**config.mk**
```make
export PLATFORM = sky130hd
export DESIGN_NAME = sum_accumulator
export DESIGN_NICKNAME = d
export VERILOG_FILES = /design/src/rtl/sum_accumulator_pkg.sv /design/src/rtl/batch_counter.sv /design/src/rtl/sum_accumulator.sv
export SDC_FILE = /design/constraint.sdc
export NUM_CORES = 1
export LEC_CHECK = 0
export CORE_UTILIZATION = 48
export CTS_BUF_LIST = sky130_fd_sc_hd__clkbuf_16
export DETAILED_ROUTE_END_ITERATION = 7
export GPL_TIMING_DRIVEN = 0
export PLACE_DENSITY_LB_ADDON = 0.15
export SYNTH_ARGS = -nofsm -noshare
export SYNTH_HDL_FRONTEND = slang
export SYNTH_SLANG_ARGS = --single-unit
```
**constraint.sdc**
```tcl
create_clock -name clk -period 2.6 [get_ports clk]
set_input_delay 0.26 -clock clk [delete_from_list [all_inputs] [get_ports clk]]
set_output_delay 0.26 -clock clk [all_outputs]
set_load 0.1 [all_outputs]
```
**src/rtl/sum_accumulator_pkg.sv**
```systemverilog
// sum_accumulator_pkg: shared state encoding and widths for the batch sum accumulator.
package sum_accumulator_pkg;
    localparam int SUM_W = 5;
    localparam int CNT_W = 4;
    typedef enum logic [1:0] {IDLE, ACCUM, HOLD} state_t;
endpackage

```
**src/rtl/batch_counter.sv**
```systemverilog
// batch_counter: counts accepted sums; last flags that the next accept completes the batch.
import sum_accumulator_pkg::*;
module batch_counter #(
    parameter int BATCH = 4
) (
    input  logic clk,
    input  logic rst,
    input  logic clear,
    input  logic enable,
    output logic last
);
    logic [CNT_W-1:0] count;
    always_ff @(posedge clk) begin
        if (rst || clear) count <= '0;
        else if (enable) count <= count + 1'b1;
    end
    assign last = count == CNT_W'(BATCH - 1);
endmodule

```
**src/rtl/sum_accumulator.sv**
```systemverilog
// sum_accumulator: accumulates BATCH 5-bit sums with saturation and holds the total
// behind a valid/ready handshake until the downstream takes it.
import sum_accumulator_pkg::*;
module sum_accumulator #(
    parameter int BATCH = 4,
    parameter int ACC_W = 8
) (
    input  logic             clk,
    input  logic             rst,
    input  logic             in_valid,
    input  logic [SUM_W-1:0] sum_in,
    output logic             in_ready,
    output logic             out_valid,
    input  logic             out_ready,
    output logic [ACC_W-1:0] acc_out,
    output logic             overflow
);
    state_t           state, state_n;
    logic [ACC_W-1:0] acc, acc_n;
    logic             ovf, ovf_n;
    logic             in_xfer, out_xfer, last;
    logic [ACC_W:0]   sum;

    assign in_ready  = state != HOLD;
    assign out_valid = state == HOLD;
    assign in_xfer   = in_valid && in_ready;
    assign out_xfer  = out_valid && out_ready;
    assign acc_out   = acc;
    assign overflow  = ovf;
    assign sum       = {1'b0, acc} + (ACC_W + 1)'(sum_in);

    batch_counter #(.BATCH(BATCH)) u_cnt (
        .clk    (clk),
        .rst    (rst),
        .clear  (out_xfer),
        .enable (in_xfer),
        .last   (last)
    );

    // acc is zero in IDLE, so the first sum goes through the same adder path
    always_comb begin
        state_n = in_xfer ? (last ? HOLD : ACCUM) : out_xfer ? IDLE : state;
        acc_n   = in_xfer ? (sum[ACC_W] ? '1 : sum[ACC_W-1:0]) : out_xfer ? '0 : acc;
        ovf_n   = in_xfer ? (ovf | sum[ACC_W]) : out_xfer ? 1'b0 : ovf;
    end

    always_ff @(posedge clk) begin
        if (rst) begin
            state <= IDLE;
            acc   <= '0;
            ovf   <= 1'b0;
        end else begin
            state <= state_n;
            acc   <= acc_n;
            ovf   <= ovf_n;
        end
    end
endmodule

```
# Word level (Yosys, flattened, before mapping)
# Index checks and enable logic that the tools add are counted.
# totals
register_bits,15
input_bits,9
word_cells,22
# op_classes
add_sub_neg,2
eq_ne,3
mux,8
bitwise,1
n_reduce_logical,4
# ops
op,count
$mux 8,3
$add 8x5->9,1
$mux 2,3
$add 4x1->4 const B,1
$eq 4x2->1 const B,1
$eq 2x2->1 const B,1
$logic_and 1x1->1,2
$mux 1,2
$ne 2x2->1 const B,1
$reduce_bool 2->1,1
$logic_or 1x1->1,1
$or 1x1->1,1

# Depth between registers and ports, before layout
# Gate-level depths: netlist of run 1.
# logic_depth
ltp_word,4
mapped_depth,6
depth_no_buf,6

# By module
# Synthesis of run 1 repeated with hierarchy kept, for this count alone.
# hier_totals
hier_cells,90
area_unflattened_um2,873.3
# modules_own_cells
mod,n_inst,cells_per_inst,area_each_um2
sum_accumulator,1,72,688.2
batch_counter,1,18,185.2

# Worst setup path after synthesis of run 1
# No wires, ideal clock.
# synth_timing
kind,register -> register
start,register acc[0] (netlist: acc_out[0])
end,register acc[1] (netlist: acc_out[1])
setup_ps,123
arrival_time_ps,2324
t_required_ps,2477
path_slack_ps,154
path_stages_with_launch,7
n_path_buf,0
synth_period_minus_slack_ps,2446
path_cell_list,dfxtp_1 -> ha_1 -> fa_1 -> a211o_1 -> a21oi_2 -> nor3_2 -> a221o_2
# synth_via
elab_chain_len,3
# synth_lines
item,line,source
start: declaration,sum_accumulator.sv:19,"logic [ACC_W-1:0] acc, acc_n;"
start signal: assignment,sum_accumulator.sv:54,acc <= acc_n;
$add 8x5->9,sum_accumulator.sv:30,"assign sum = {1'b0, acc} + (ACC_W + 1)'(sum_in);"
$mux 8 (2 in series),sum_accumulator.sv:43,acc_n = in_xfer ? (sum[ACC_W] ? '1 : sum[ACC_W-1:0]) : out_xfer ? '0 : acc;
# Every way passes these cells.
# A chain may end at the register's enable or synchronous reset.

# Worst setup path after layout of run 1
# layout_timing
start,register state[0]
end,output port out_valid
# layout_via
elab_chain_len,1
# layout_lines
item,line,source
start: declaration,sum_accumulator.sv:18,"state_t state, state_n;"
start signal: assignment,sum_accumulator.sv:53,state <= state_n;
$eq 2x2->1,sum_accumulator.sv:25,assign out_valid = state == HOLD;
end: declaration,sum_accumulator.sv:13,"output logic out_valid,"
# Every way passes these cells.

==> out/metrics.yaml, run 1 <==
outcome:
  status: "finished, final reports clean"
setup_path:
  end_kind: "output pin"
  critical_path.max_stage_delay_ns: 1.13
  cp_cell_sequence: "nand2b_4, inv_6, clkdlybuf4s50_1"
  critPathLaunchType: "flop"
  slowest_stage: "clkdlybuf4s50_1"
  worstPathRequired_ns: 2.34
  critPathBufInv: 2
  path_max_fanout: 6
  setup.worst_path.class: "flop to output pin"
  critPathArrivalTime_ns: 1.94
  path_delay_family: "buffers and inverters"
cells_and_area:
  final-instance-count-excl-fill: 128
  area_growth_pct: 33.8
  nets: 129
  diodes: 0
  drive_gt1_frac: 0.143
floorplan:
  die_h_um: 44.2
  die_width_um: 44.2
  core_area_mm2: 0.00158
  dieArea_mm2: 0.00196
  ioPinCount: 20
  core.rowCount: 14
  initial_core_util: 0.543
placement:
  dp_hpwl_um: 1340
  io_buffer_count: 19
  gp_congestion: 0.873
  placedCellCount: 124
route:
  routedWlPerCell_um: 14.1
  vias: 749
  wl_um: 1800
  vias_per_cell: 5.85
  antenna_left: 0
  drt-pass1-iter-count: 6
  drc_errors: 0
  initialDrtViolationCount: 18
clock_tree:
  insertion_delay_ns: 0.24
  root_buffer: "clkbuf_16"
  htreeDepth: 1
  post_cts_resized: 0
  clockBufferDepth: 2
  postCtsHoldBufs: 0
  cts_num_sinks: 15
  path_clk_slew_ns: 0.05
  cts_made_buffers: 3
  cts_tree: "yes"
  postCtsSetupBuffers: 0
synthesis:
  synth_edf_count: 0
  synth_warnings: 0
  synthCells: 89
  synth_area_um2: 856
  synth_top_cell_by_area: "dfxtp_1"
  ys_seq_elements: 15
  synth_seq_area_share: 0.351
  yosysUniqueCellTypes: 35
  yosysTopAreaCellShare: 0.351
  synthTopCellsByArea: "dfxtp_1 (35%), ha_1 (8.8%), a221o_2 (6.6%)"
  synthArstFlopShare: 0
  synth.avg_cell_area_um2: 9.62
  synthFlopType: "dfxtp_1"
  synth_fp_nets: 105
timing:
  final-max-slew-violation-count: 0
  slew-limit-headroom: 0.351
  whs_ns: 0.482
  period_needed_ns: 2.20
  hold_viol: 0
  timing.final.crit_share: 0.846
  finClkSkew_ns: 0.00560
  setup_violations: 0
  worst_pin_slew_ns: 0.970
  grt_setup_unrepaired: "no"
  max_freq_mhz: 455
  tns_ns: 0
global_route:
  globalRouteOverflowTotal: 0
  grt_pass1_vias: 680
  grt_max_degree: 9
  grt_use_total: 0.218
  grt_pass1_wl_um: 3110
  antenna_found_initial: 0
power_and_ir_drop:
  cellPowerDensity_mw_per_mm2: 703
  leakagePower_nw: 0.492
  power_w: 0.000805
  max-vdd-ir-drop_mv: 0.543
job:
  maxCapViolCount: 0
min_path:
  hold_class: "flop to flop"
## logic make-up after synthesis
logic type | Yosys count | synth area share
compound gates | 26 | 0.246
xor+xnor | 6 | 0.0614
fa+ha+maj | 7 | 0.111
flops | 15 | 0.351
buf+inv | 7 | 0.0453
simple gates | 28 | 0.186
## metal layers
| metal | track usage | part of all wire | vias up |
|---|---|---|---|
| met5 | 0 | 0 | - |
| met1 | 0.293 | 0.49 | 339 |
| met4 | 0.0545 | 0.0050 | 0 |
| met3 | 0.0816 | 0.076 | 2 |
| met2 | 0.332 | 0.43 | 25 |
| li1 | - | - | 383 |
## Yosys cell counts (2+ instances only)
library cell   n
ha_1           6
a221o_2        5
xnor2_1        4
inv_1          5
nand3_1        4
nor3_1         2
o21ai_0        2
a21oi_1        4
a211oi_1       3
or3_1          2
xor2_1         2
nor2_1         7
dfxtp_1       15
a21o_1         2
nand2_1        6
## sequential cells by signal, summed over array words and instances, names as in the netlist
register,cells
acc_out,8
u_cnt.count,4
state,2
overflow,1
## worst register-to-register path, stage by stage (launching register included)
cell,delay (ns)
dfxtp_1,0.32
ha_1,0.22
fa_1,0.43
a211o_1,0.33
a21oi_2,0.21
nor3_2,0.13
a221o_2,0.31
## where the power goes
group	total (W)	leakage [nW]	internal (W)	switching [W]
registers	0.000262	0.123	0.000248	0.0000147
clock network	0.000288	0.0423	0.000203	0.0000847
logic	0.000255	0.327	0.0000882	0.000167
total	0.000805	0.492	0.000539	0.000266
## cells in the final DEF, fill, tap and decap left out, drive strengths merged
cell,n
a21o,2
nor2,7
clkdlybuf4s50,19
clkbuf,3
nor4,1
nand2b,1
xnor2,4
buf,1
a311oi,1
and4,1
and3,1
inv,7
xor2,2
o211a,1
a221oi,1
a31o,1
a31oi,1
o31ai,1
a21oi,5
a211o,1
nand3,4
or3,2
fa,1
nand2,7
a211oi,3
o21ai,2
a221o,5
and2,1
ha,6
nor3,3
o21a,1
dfxtp,15
a2111o,1
## area by class of cell
cell class              count  area [µm²]
inverters                   6        27.5
plain buffers               1        11.3
repair buffers             19         190
clock buffers               3        75.1
well taps                  16        20.0
clock inverters             1        3.75
fillers                   118         432
multi-input cells          67         517
flip-flops and latches     15         300
## metrics by stage
| stage | area, µm² | util | setup WS, ns |
|---|---|---|---|
| floorplan | 856 | - | 0.154 |
| global placement | 1070 | 0.676 | 0.175 |
| detailed placement | 1070 | 0.676 | 0.157 |
| CTS | 1140 | 0.726 | 0.394 |
| global route | 1140 | 0.726 | 0.297 |
| finish | 1140 | 0.726 | 0.400 |
## worst paths after layout
| kind | startpoint | end | slack (ns) | cells past startpoint |
|---|---|---|---|---|
| max | state[0] | out_valid | 0.40 | 3 |
| min | u_cnt.count[1] | u_cnt.count[1] | 0.48 | 2 |
| min reg2reg | u_cnt.count[1] | u_cnt.count[1] | 0.48 | 2 |
| max reg2reg | acc_out[0] | acc_out[4] | 0.52 | 6 |
Note: power is estimated with default switching activity, not from simulation.
==> inputs of run 2 (changes only) <==
Clock period 2.6 ns to 2.06 ns, I/O delays scaled along.
==> run 2 against run 1 <==
Count of clock-buffer cells in the layout unchanged. Utilization increased by 2.2 points. Die area unchanged. Total power rose by 28%.
==> out/metrics.yaml, run 2 (synthesis gave the netlist of run 1 again) <==
outcome:
  status: "finished, final reports clean"
setup_path:
  cp_cell_sequence: "clkdlybuf4s50_1"
  critPathArrivalTime_ns: 1.79  # -0.15 ns
  reg2reg_to: "acc_out[3]"
  path_delay_family: "buffers and inverters"
  critPathBufInv: 1  # -1
  critical_path.max_stage_delay_ns: 1.16  # +0.03 ns
  ff2ff_path_depth: 6  # unchanged
  path_max_fanout: 5  # -1
  worstPathRequired_ns: 1.85  # -0.49 ns
  end_kind: "output pin"
  critPathLaunchType: "flop"
  setup.worst_path.class: "flop to output pin"
  worstReg2RegStart: "acc_out[0]"
  slowest_stage: "clkdlybuf4s50_1"
  rrSetupSlack_ns: 0.15  # -0.37 ns
clock_tree:
  root_buffer: "clkbuf_16"
  postCtsSetupBuffers: 0  # unchanged
  path_clk_slew_ns: 0.04  # about the same
  cts_tree: "yes"
  cts_made_buffers: 3  # unchanged
  cts_num_sinks: 15  # unchanged
  insertion_delay_ns: 0.24  # about the same
  htreeDepth: 1  # unchanged
  clockBufferDepth: 2  # unchanged
route:
  vias: 769  # +2.7%
  vias_per_cell: 6.01  # +2.7%
  routedWlPerCell_um: 14.4  # +2.6%
  drc_errors: 0  # unchanged
  antenna_left: 0  # unchanged
  drt-pass1-iter-count: 6  # unchanged
  wl_um: 1850  # +2.6%
  initialDrtViolationCount: 28  # +10
global_route:
  grt_use_total: 0.216  # -0.00195
  grt_pass1_vias: 723  # +6.3%
  grt_max_degree: 9  # unchanged
  globalRouteOverflowTotal: 0  # unchanged
  antenna_found_initial: 0  # unchanged
  grt_pass1_wl_um: 3040  # -2.2%
power_and_ir_drop:
  cellPowerDensity_mw_per_mm2: 876  # +25%
  seq_power_share: 0.323  # -0.003
  max-vdd-ir-drop_mv: 0.659  # +21%
  switching_power_w: 0.000348  # +31%
  switching_share: 0.337  # +0.00589
  p_clk_frac: 0.358  # about the same
  leakagePower_nw: 0.507  # +3.2%
  combPwrFrac: 0.318  # about the same
  p_int_w: 0.000686  # +27%
  power_w: 0.00103  # +28%
timing:
  period_needed_ns: 2.00
  final-max-slew-violation-count: 0  # unchanged
  worst_pin_slew_ns: 0.967  # -0.00264 ns
  whs_ns: 0.482  # -0.00000200 ns
  finClkSkew_ns: 0.00316  # -0.00244 ns
  hold_viol: 0  # unchanged
  slew-limit-headroom: 0.353  # +0.00177
  max_freq_mhz: 501
  grt_setup_unrepaired: "no"
  setup_violations: 0  # unchanged
  timing.final.crit_share: 0.969
cells_and_area:
  diodes: 0  # unchanged
  mostFrequentLayoutCell: "clkdlybuf4s50_1"
  nets: 129  # unchanged
  final-instance-count-excl-fill: 128  # unchanged
  largest_register_ff_count: 8  # unchanged
  design_area_mm2: 0.00118  # +3.1%
  finish.utilization: 0.748  # +0.0222
  layout_common_cells: "clkdlybuf4s50_1 (17), dfxtp_1 (10), nor2_1 (7)"
  drive_gt1_frac: 0.205  # +0.0625
  area_growth_pct: 37.9
placement:
  gp_congestion: 0.822  # -5.9%
  placed_area_mm2: 0.00109  # +2.2%
  io_buffer_count: 19  # unchanged
  dp_hpwl_um: 1340  # unchanged
  placedCellCount: 124  # unchanged
job:
  maxCapViolCount: 0  # unchanged
min_path:
  hold_class: "flop to flop"
  hold_end: "u_cnt.count[1]"
  worst_hold_startpoint: "u_cnt.count[1]"
  holdPathStages: 2  # unchanged
floorplan:
  die_width_um: 44.2  # unchanged
  core_area_mm2: 0.00158  # unchanged
  ioPinCount: 20  # unchanged
  core.rowCount: 14  # unchanged
  die_h_um: 44.2  # unchanged
  dieArea_mm2: 0.00196  # unchanged
  initial_core_util: 0.543  # unchanged
run 2: changes by cell type in the layout (fill, tap and decap cells not counted), sizes merged:
cell | before | now
clkdlybuf4s50 | 19 | 17
dlygate4sd2 | 0 | 2
run 2: worst max path at each step:
stage | start | to | cells past startpoint
detailed placement | sum_in[0] | acc_out[3] | 7
global placement | sum_in[0] | acc_out[0] | 7
finish | acc_out[5] | acc_out[5] | 1
global route | sum_in[0] | acc_out[4] | 7
CTS | sum_in[0] | acc_out[3] | 7
floorplan | acc_out[1] | acc_out[5] | 5
run 2: repair_timing:
item	CTS	global route
hold buffers	0	0
cloned	0	0
setup endpoints to repair	2	6
resized for setup	2	2
pin swaps	0	2
run 2: power groups by stage:
stage	Sequential, W	Combinational, W	Clock (W)
CTS	0.000335	0.000323	0.000379
global placement	0.000338	0.000317	0
finish	0.000334	0.000329	0.000370
global route	0.000337	0.000349	0.000393
detailed placement	0.000340	0.000321	0
floorplan	0.000437	0.000149	0
run 2: metrics by stage:
| step | setup WS (ns) | TNS [ns] |
|---|---|---|
| 2_1_floorplan | 0.0127 | 0 |
| 3_3_place_gp | -0.235 | -1.66 |
| 3_5_place_dp | -0.249 | -1.71 |
| 4_1_cts | 0.00794 | 0 |
| 5_1_grt | 0.0176 | 0 |
| 6_report | 0.0631 | 0 |
run 2: cell type report:
class	count	area, µm²
Clock inverter	1	3.75
Buffer	1	11.3
Clock buffer	3	75.1
Multi-Input combinational cell	67	546
Timing Repair Buffer	19	188
Inverter	6	27.5
Sequential cell	15	309
Tap cell	16	20.0
Fill cell	104	397
run 2: tightest hold or removal path: stages (launching register included):
cell and delay, ns:
dfxtp_1 0.32, nand2_1 0.06, a21oi_1 0.05
run 2: per-layer routing:
layer  share of wire  global-route usage
met1            0.45               0.276
met2            0.46               0.321
met3           0.079              0.0776
met4          0.0092               0.109
met5               0                   0
